[src/rtl/seq_divider.sv]
// seq_divider: sequential restoring divider for unsigned WIDTH-bit operands.
// Produces one quotient bit per clock after a start/busy/done handshake.
// Divide-by-zero takes a short path: Q = all ones, R = dividend, DZ = 1.
// Q, R and DZ are registered. They hold their value until the next result
// is written, so a consumer may read them at any time after done.
module seq_divider #(
  parameter int WIDTH = 4
) (
  input  logic             clk,
  input  logic             rst_n,
  input  logic             start,
  input  logic [WIDTH-1:0] A,
  input  logic [WIDTH-1:0] B,
  output logic [WIDTH-1:0] Q,
  output logic [WIDTH-1:0] R,
  output logic             busy,
  output logic             done,
  output logic             DZ
);

  // The bit counter must be able to hold the value WIDTH itself.
  localparam int CW = $clog2(WIDTH + 1);

  localparam logic [CW-1:0]    CNT_LOAD = CW'(WIDTH);
  localparam logic [CW-1:0]    CNT_ONE  = {{(CW-1){1'b0}}, 1'b1};
  localparam logic [CW-1:0]    CNT_ZERO = {CW{1'b0}};
  localparam logic [WIDTH-1:0] W_ZERO   = {WIDTH{1'b0}};
  localparam logic [WIDTH-1:0] W_ONES   = {WIDTH{1'b1}};

  typedef enum logic [1:0] {
    S_IDLE = 2'd0,
    S_RUN  = 2'd1,
    S_ZERO = 2'd2
  } state_t;

  state_t           r_state;
  logic [WIDTH-1:0] r_dvs;   // captured divisor
  logic [WIDTH-1:0] r_dvd;   // dividend shift register; fills with quotient bits
  logic [WIDTH-1:0] r_rem;   // partial remainder
  logic [CW-1:0]    r_cnt;   // quotient bits still to produce
  logic [WIDTH-1:0] r_q;
  logic [WIDTH-1:0] r_r;
  logic             r_busy;
  logic             r_done;
  logic             r_dz;

  logic [WIDTH:0]   w_shift;     // {rem, next dividend bit}
  logic [WIDTH:0]   w_trial;     // shifted remainder minus divisor
  logic [WIDTH-1:0] w_rem_next;
  logic             w_qbit;
  logic [WIDTH-1:0] w_dvd_next;
  logic             w_last;

  // One restoring step. The trial is WIDTH+1 bits wide because the shifted
  // remainder can reach 2*divisor-1. That value does not fit in WIDTH bits
  // when the remainder is at least 2^(WIDTH-1).
  always_comb begin
    w_shift    = {r_rem, r_dvd[WIDTH-1]};
    w_trial    = w_shift - {1'b0, r_dvs};
    w_rem_next = w_shift[WIDTH-1:0];
    w_qbit     = 1'b0;
    if (w_trial[WIDTH] == 1'b0) begin
      w_rem_next = w_trial[WIDTH-1:0];
      w_qbit     = 1'b1;
    end else begin
      w_rem_next = w_shift[WIDTH-1:0];
      w_qbit     = 1'b0;
    end
    w_dvd_next = {r_dvd[WIDTH-2:0], w_qbit};
    w_last     = (r_cnt == CNT_ONE);
  end

  // Control FSM and datapath registers; all outputs are driven from here.
  always_ff @(posedge clk or negedge rst_n) begin
    if (!rst_n) begin
      r_state <= S_IDLE;
      r_dvs   <= W_ZERO;
      r_dvd   <= W_ZERO;
      r_rem   <= W_ZERO;
      r_cnt   <= CNT_ZERO;
      r_q     <= W_ZERO;
      r_r     <= W_ZERO;
      r_busy  <= 1'b0;
      r_done  <= 1'b0;
      r_dz    <= 1'b0;
    end else begin
      // done is a single-cycle pulse unless a result is written on this edge.
      r_done <= 1'b0;
      case (r_state)
        S_IDLE: begin
          if (start) begin
            r_dvs  <= B;
            r_dvd  <= A;
            r_busy <= 1'b1;
            if (B == W_ZERO) begin
              r_rem   <= W_ZERO;
              r_cnt   <= CNT_ZERO;
              r_state <= S_ZERO;
            end else begin
              r_rem   <= W_ZERO;
              r_cnt   <= CNT_LOAD;
              r_state <= S_RUN;
            end
          end else begin
            r_busy  <= 1'b0;
            r_state <= S_IDLE;
          end
        end

        S_RUN: begin
          r_rem <= w_rem_next;
          r_dvd <= w_dvd_next;
          r_cnt <= r_cnt - CNT_ONE;
          if (w_last) begin
            r_q     <= w_dvd_next;
            r_r     <= w_rem_next;
            r_dz    <= 1'b0;
            r_done  <= 1'b1;
            r_busy  <= 1'b0;
            r_state <= S_IDLE;
          end else begin
            r_busy  <= 1'b1;
            r_state <= S_RUN;
          end
        end

        S_ZERO: begin
          // The dividend register is not shifted in this path, so it still
          // holds the captured A.
          r_q     <= W_ONES;
          r_r     <= r_dvd;
          r_dz    <= 1'b1;
          r_done  <= 1'b1;
          r_busy  <= 1'b0;
          r_state <= S_IDLE;
        end

        default: begin
          r_busy  <= 1'b0;
          r_state <= S_IDLE;
        end
      endcase
    end
  end

  assign Q    = r_q;
  assign R    = r_r;
  assign busy = r_busy;
  assign done = r_done;
  assign DZ   = r_dz;

endmodule

[config.mk]
export PLATFORM = sky130hd
export DESIGN_NAME = seq_divider
export DESIGN_NICKNAME = d
export VERILOG_FILES = /design/src/rtl/seq_divider.sv
export SDC_FILE = /design/constraint.sdc
export NUM_CORES = 1
export LEC_CHECK = 0
export BUFFER_PORTS_ARGS = -buffer_cell sky130_fd_sc_hd__buf_2
export CAP_MARGIN = 20
export CORE_MARGIN = 2
export CORE_UTILIZATION = 50
export DETAILED_ROUTE_END_ITERATION = 6
export GPL_ROUTABILITY_DRIVEN = 1
export PLACE_DENSITY = 0.74
export SLEW_MARGIN = 10
export SYNTH_ARGS = -nofsm -noshare
export SYNTH_HDL_FRONTEND = slang
export SYNTH_SLANG_ARGS = --single-unit
[constraint.sdc]
create_clock -name clk -period 2.2 [get_ports clk]
set_clock_uncertainty 0.2 [all_clocks]
set_input_delay 0.66 -clock clk [delete_from_list [all_inputs] [get_ports clk]]
set_output_delay 0.66 -clock clk [all_outputs]
set_load 0.03 [all_outputs]
==> results.sh <==
export IMPL_outcome="finished with violations"
export IMPL_violations="negative setup slack"
export IMPL_reg2reg_from="r_dvs[0]"
export IMPL_p_leak_nw=0.8253
export IMPL_die_width_um=58.39
export IMPL_synth_area_leaders="dfrtp_1 47%, ha_1 7.6%, mux2i_1 5.4%"
export IMPL_yosys_warnings=0
export IMPL_synth_xor_area_share_pct=2.284
export IMPL_finalPower_w=0.002832
export IMPL_top_layer_used="met4"
export IMPL_vias=1189
export IMPL_fin_ws_ns=-0.06382
export IMPL_tritoncts="yes"
export IMPL_synth_area_per_cell_um2=9.859
export IMPL_design_area_um2=1763
export IMPL_netlist_area_leader_share_pct=47.38
export IMPL_first_pass_iters=4
export IMPL_final_hold_viol_count=0
export IMPL_die_h_um=58.39
export IMPL_grt_first_pass_wirelength_mm=5.375
export IMPL_drt_iter0_markers=56
export IMPL_place_gp_congestion=0.8276
export IMPL_synth_nets=171
export IMPL_io_buffers=21
export IMPL_worst_pin_slew_ns=0.6217
export IMPL_ant_nets=0
export IMPL_cts_root_buf="clkbuf_4"
export IMPL_synth_area_mux_share_pct=9.983
export IMPL_placed_area_um2=1692
export IMPL_synthCells=150
export IMPL_critPathKind="reg -> reg"
export IMPL_cts_sinks=28
export IMPL_grt_pass1_vias=1156
export IMPL_cts_hold_buf=0
export IMPL_maxSlewViolCount=0
export IMPL_critPathLaunch="r_dvs[0]"
export IMPL_fin_nets=199
export IMPL_cp_start_kind="register"
export IMPL_synth_top_family_by_area="compound AO/OA/AOI/OAI gates"
export IMPL_ir_drop_uv=1064
export IMPL_synthFlopType="dfrtp_1"
export IMPL_coreArea_um2=2781
export IMPL_drive_gt1_share_pct=27.68
export IMPL_wire_per_inst_um=15.59
export IMPL_drc_errors=0
export IMPL_fmaxAchievable_ghz=0.4417
export IMPL_synth_fa_ha_area_share_pct=8.968
export IMPL_tns_ns=-0.2675
export IMPL_ys_types=28
export IMPL_grt_max_degree=29
export IMPL_layout_min_cycle_time_ns=2.264
export IMPL_place_inst=203
export IMPL_critPathMaxFanout=5
export IMPL_die_area_um2=3409
export IMPL_arrival_ns=2.33
export IMPL_setup_viol=6
export IMPL_synth_seq_cells=28
export IMPL_holdCritPathClass="in -> async"
export IMPL_syn_area_um2=1479
export IMPL_seq_area_frac_synth_pct=47.38
export IMPL_synth_edf_count=0
export IMPL_yosys_area_share_simple_pct=11.76
export IMPL_routedLengthMet1_mm=1.422
export IMPL_routed_wl_mm=3.242
export IMPL_n_antenna_cell=0
export IMPL_max_cap_violations=0
export IMPL_cp_end_kind="register"
export IMPL_htreeDepth=1
export IMPL_met2_length_mm=1.672
export IMPL_clk_pin_slew_ns=0.15
export IMPL_power_density_nw_per_um2=1606
export IMPL_async_flop_share_pct=100.0
export IMPL_cp_required_ns=2.27
export IMPL_yosysTopAreaCell="dfrtp_1"
export IMPL_cts_inserted_buffers=3
export IMPL_vias_per_cell=5.716
export IMPL_fin_cells=208
export IMPL_timing_final_crit_share_pct=102.9
export IMPL_rsz0062_at_grt="true"
export IMPL_dp_hpwl_mm=2.359
export IMPL_start_util_pct=53.17
export IMPL_wl_met3_um=127
export IMPL_area_growth_pct=19.20
export IMPL_rows=19
export IMPL_relSlewSlack_pct=58.56
export IMPL_grt_usage_pct=20.45
export IMPL_ctsLongestPathBuffers=2
export IMPL_synth_compound_area_share_pct=15.57
export IMPL_grt_antenna_before_repair=0
export IMPL_grt_overflow=0
export IMPL_io_pins=22
export IMPL_clk_latency_ns=0.33
## final cells by class
class	count	area (um2)
Inverter	10	37.54
Fill cell	230	1018
Tap cell	31	38.79
Timing Repair Buffer	29	165.2
Clock buffer	4	36.28
Sequential cell	28	700.7
Multi-Input combinational cell	106	784.5
## stage by stage
step | hold WS [ns] | setup slack (ns) | utilization [%]
floorplan | 0.1644 | -0.04610 | -
finish | 0.1212 | -0.06382 | 63.38
global route | 0.1574 | -0.1484 | 63.38
CTS | 0.1333 | -0.06283 | 63.16
global placement | 0.2626 | -0.02921 | 60.82
detailed placement | 0.2807 | -0.1452 | 60.82
## cells in the final DEF (no fill, tap or decap), types with 2 or more instances in the layout
cell / n
dfrtp_1: 28
buf_2: 21
nand2_1: 15
o21ai_0: 13
a21oi_1: 13
inv_1: 9
mux2i_1: 8
ha_1: 8
buf_4: 8
nor2_1: 5
o22ai_1: 5
mux2_2: 4
nor3_1: 4
nand3_1: 4
o21ai_1: 3
o21ai_2: 3
clkbuf_4: 3
nor2b_1: 2
nand2b_1: 2
mux2_4: 2
nand3b_1: 2
## cell usage after synthesis (all sizes together), types with 3 or more instances
cell type	instances
nor2	5
nand2b	3
dfrtp	28
o21ai	19
inv	10
nand2	15
clkbuf	5
a21oi	14
mux2	6
nor3	4
o22ai	6
mux2i	8
nand3	4
ha	9
## timing repair
action,4_1_cts,5_1_grt
pin swaps,4,0
gates resized for setup,7,1
endpoints found under the hold margin,0,0
buffers inserted,1,0
endpoints found under the setup margin,10,10
## where the power goes
part	internal, W	total [W]	switching [W]
sequential	0.000719	0.000886	0.000167
combinational	0.000745	0.00169	0.000946
clock	0.000101	0.000255	0.000154
total	0.00157	0.00283	0.00127
## kinds of logic (layout without fill, tap and decap cells)
kind of cell / Yosys count / in the layout
adder cells (fa/ha/maj): 10 / 10
flip-flops: 28 / 28
buffers and inverters: 16 / 43
XOR/XNOR: 3 / 3
multiplexers: 14 / 14
AO/OA/AOI/OAI: 42 / 42
AND/OR/NAND/NOR: 37 / 37
## routing by layer
metal	vias up	global-route usage, %
li1	579	-
met1	582	27.43
met2	26	35.63
met3	2	1.978
met4	0	4.983
met5	-	0
## critical path, cell delays in order, from the launching register on
cell and delay [ns]:
dfrtp_1 0.44, ha_4 0.18, fa_2 0.34, nand2b_4 0.16, a21oi_4 0.17, xor2_4 0.25
mux2_4 0.35, o21ai_2 0.11
## worst paths after layout
path | cells past startpoint | slack, ns | end
min | 1 | 0.12 | DZ
max in group asynchronous | 1 | 1.28 | r_rem[2]
min in group clk | 2 | 0.31 | r_cnt[1]
max reg2reg | 7 | -0.06 | R[1]
max | 7 | -0.06 | R[1]
min reg2reg | 2 | 0.31 | r_cnt[1]
## registers in the layout, indices dropped and copies added, names as in the netlist
name,flops
r_cnt,3
R,4
done,1
r_dvd,4
r_state,2
busy,1
r_dvs,4
Q,4
r_rem,4
DZ,1
Note: power is estimated with default switching activity, not from simulation.
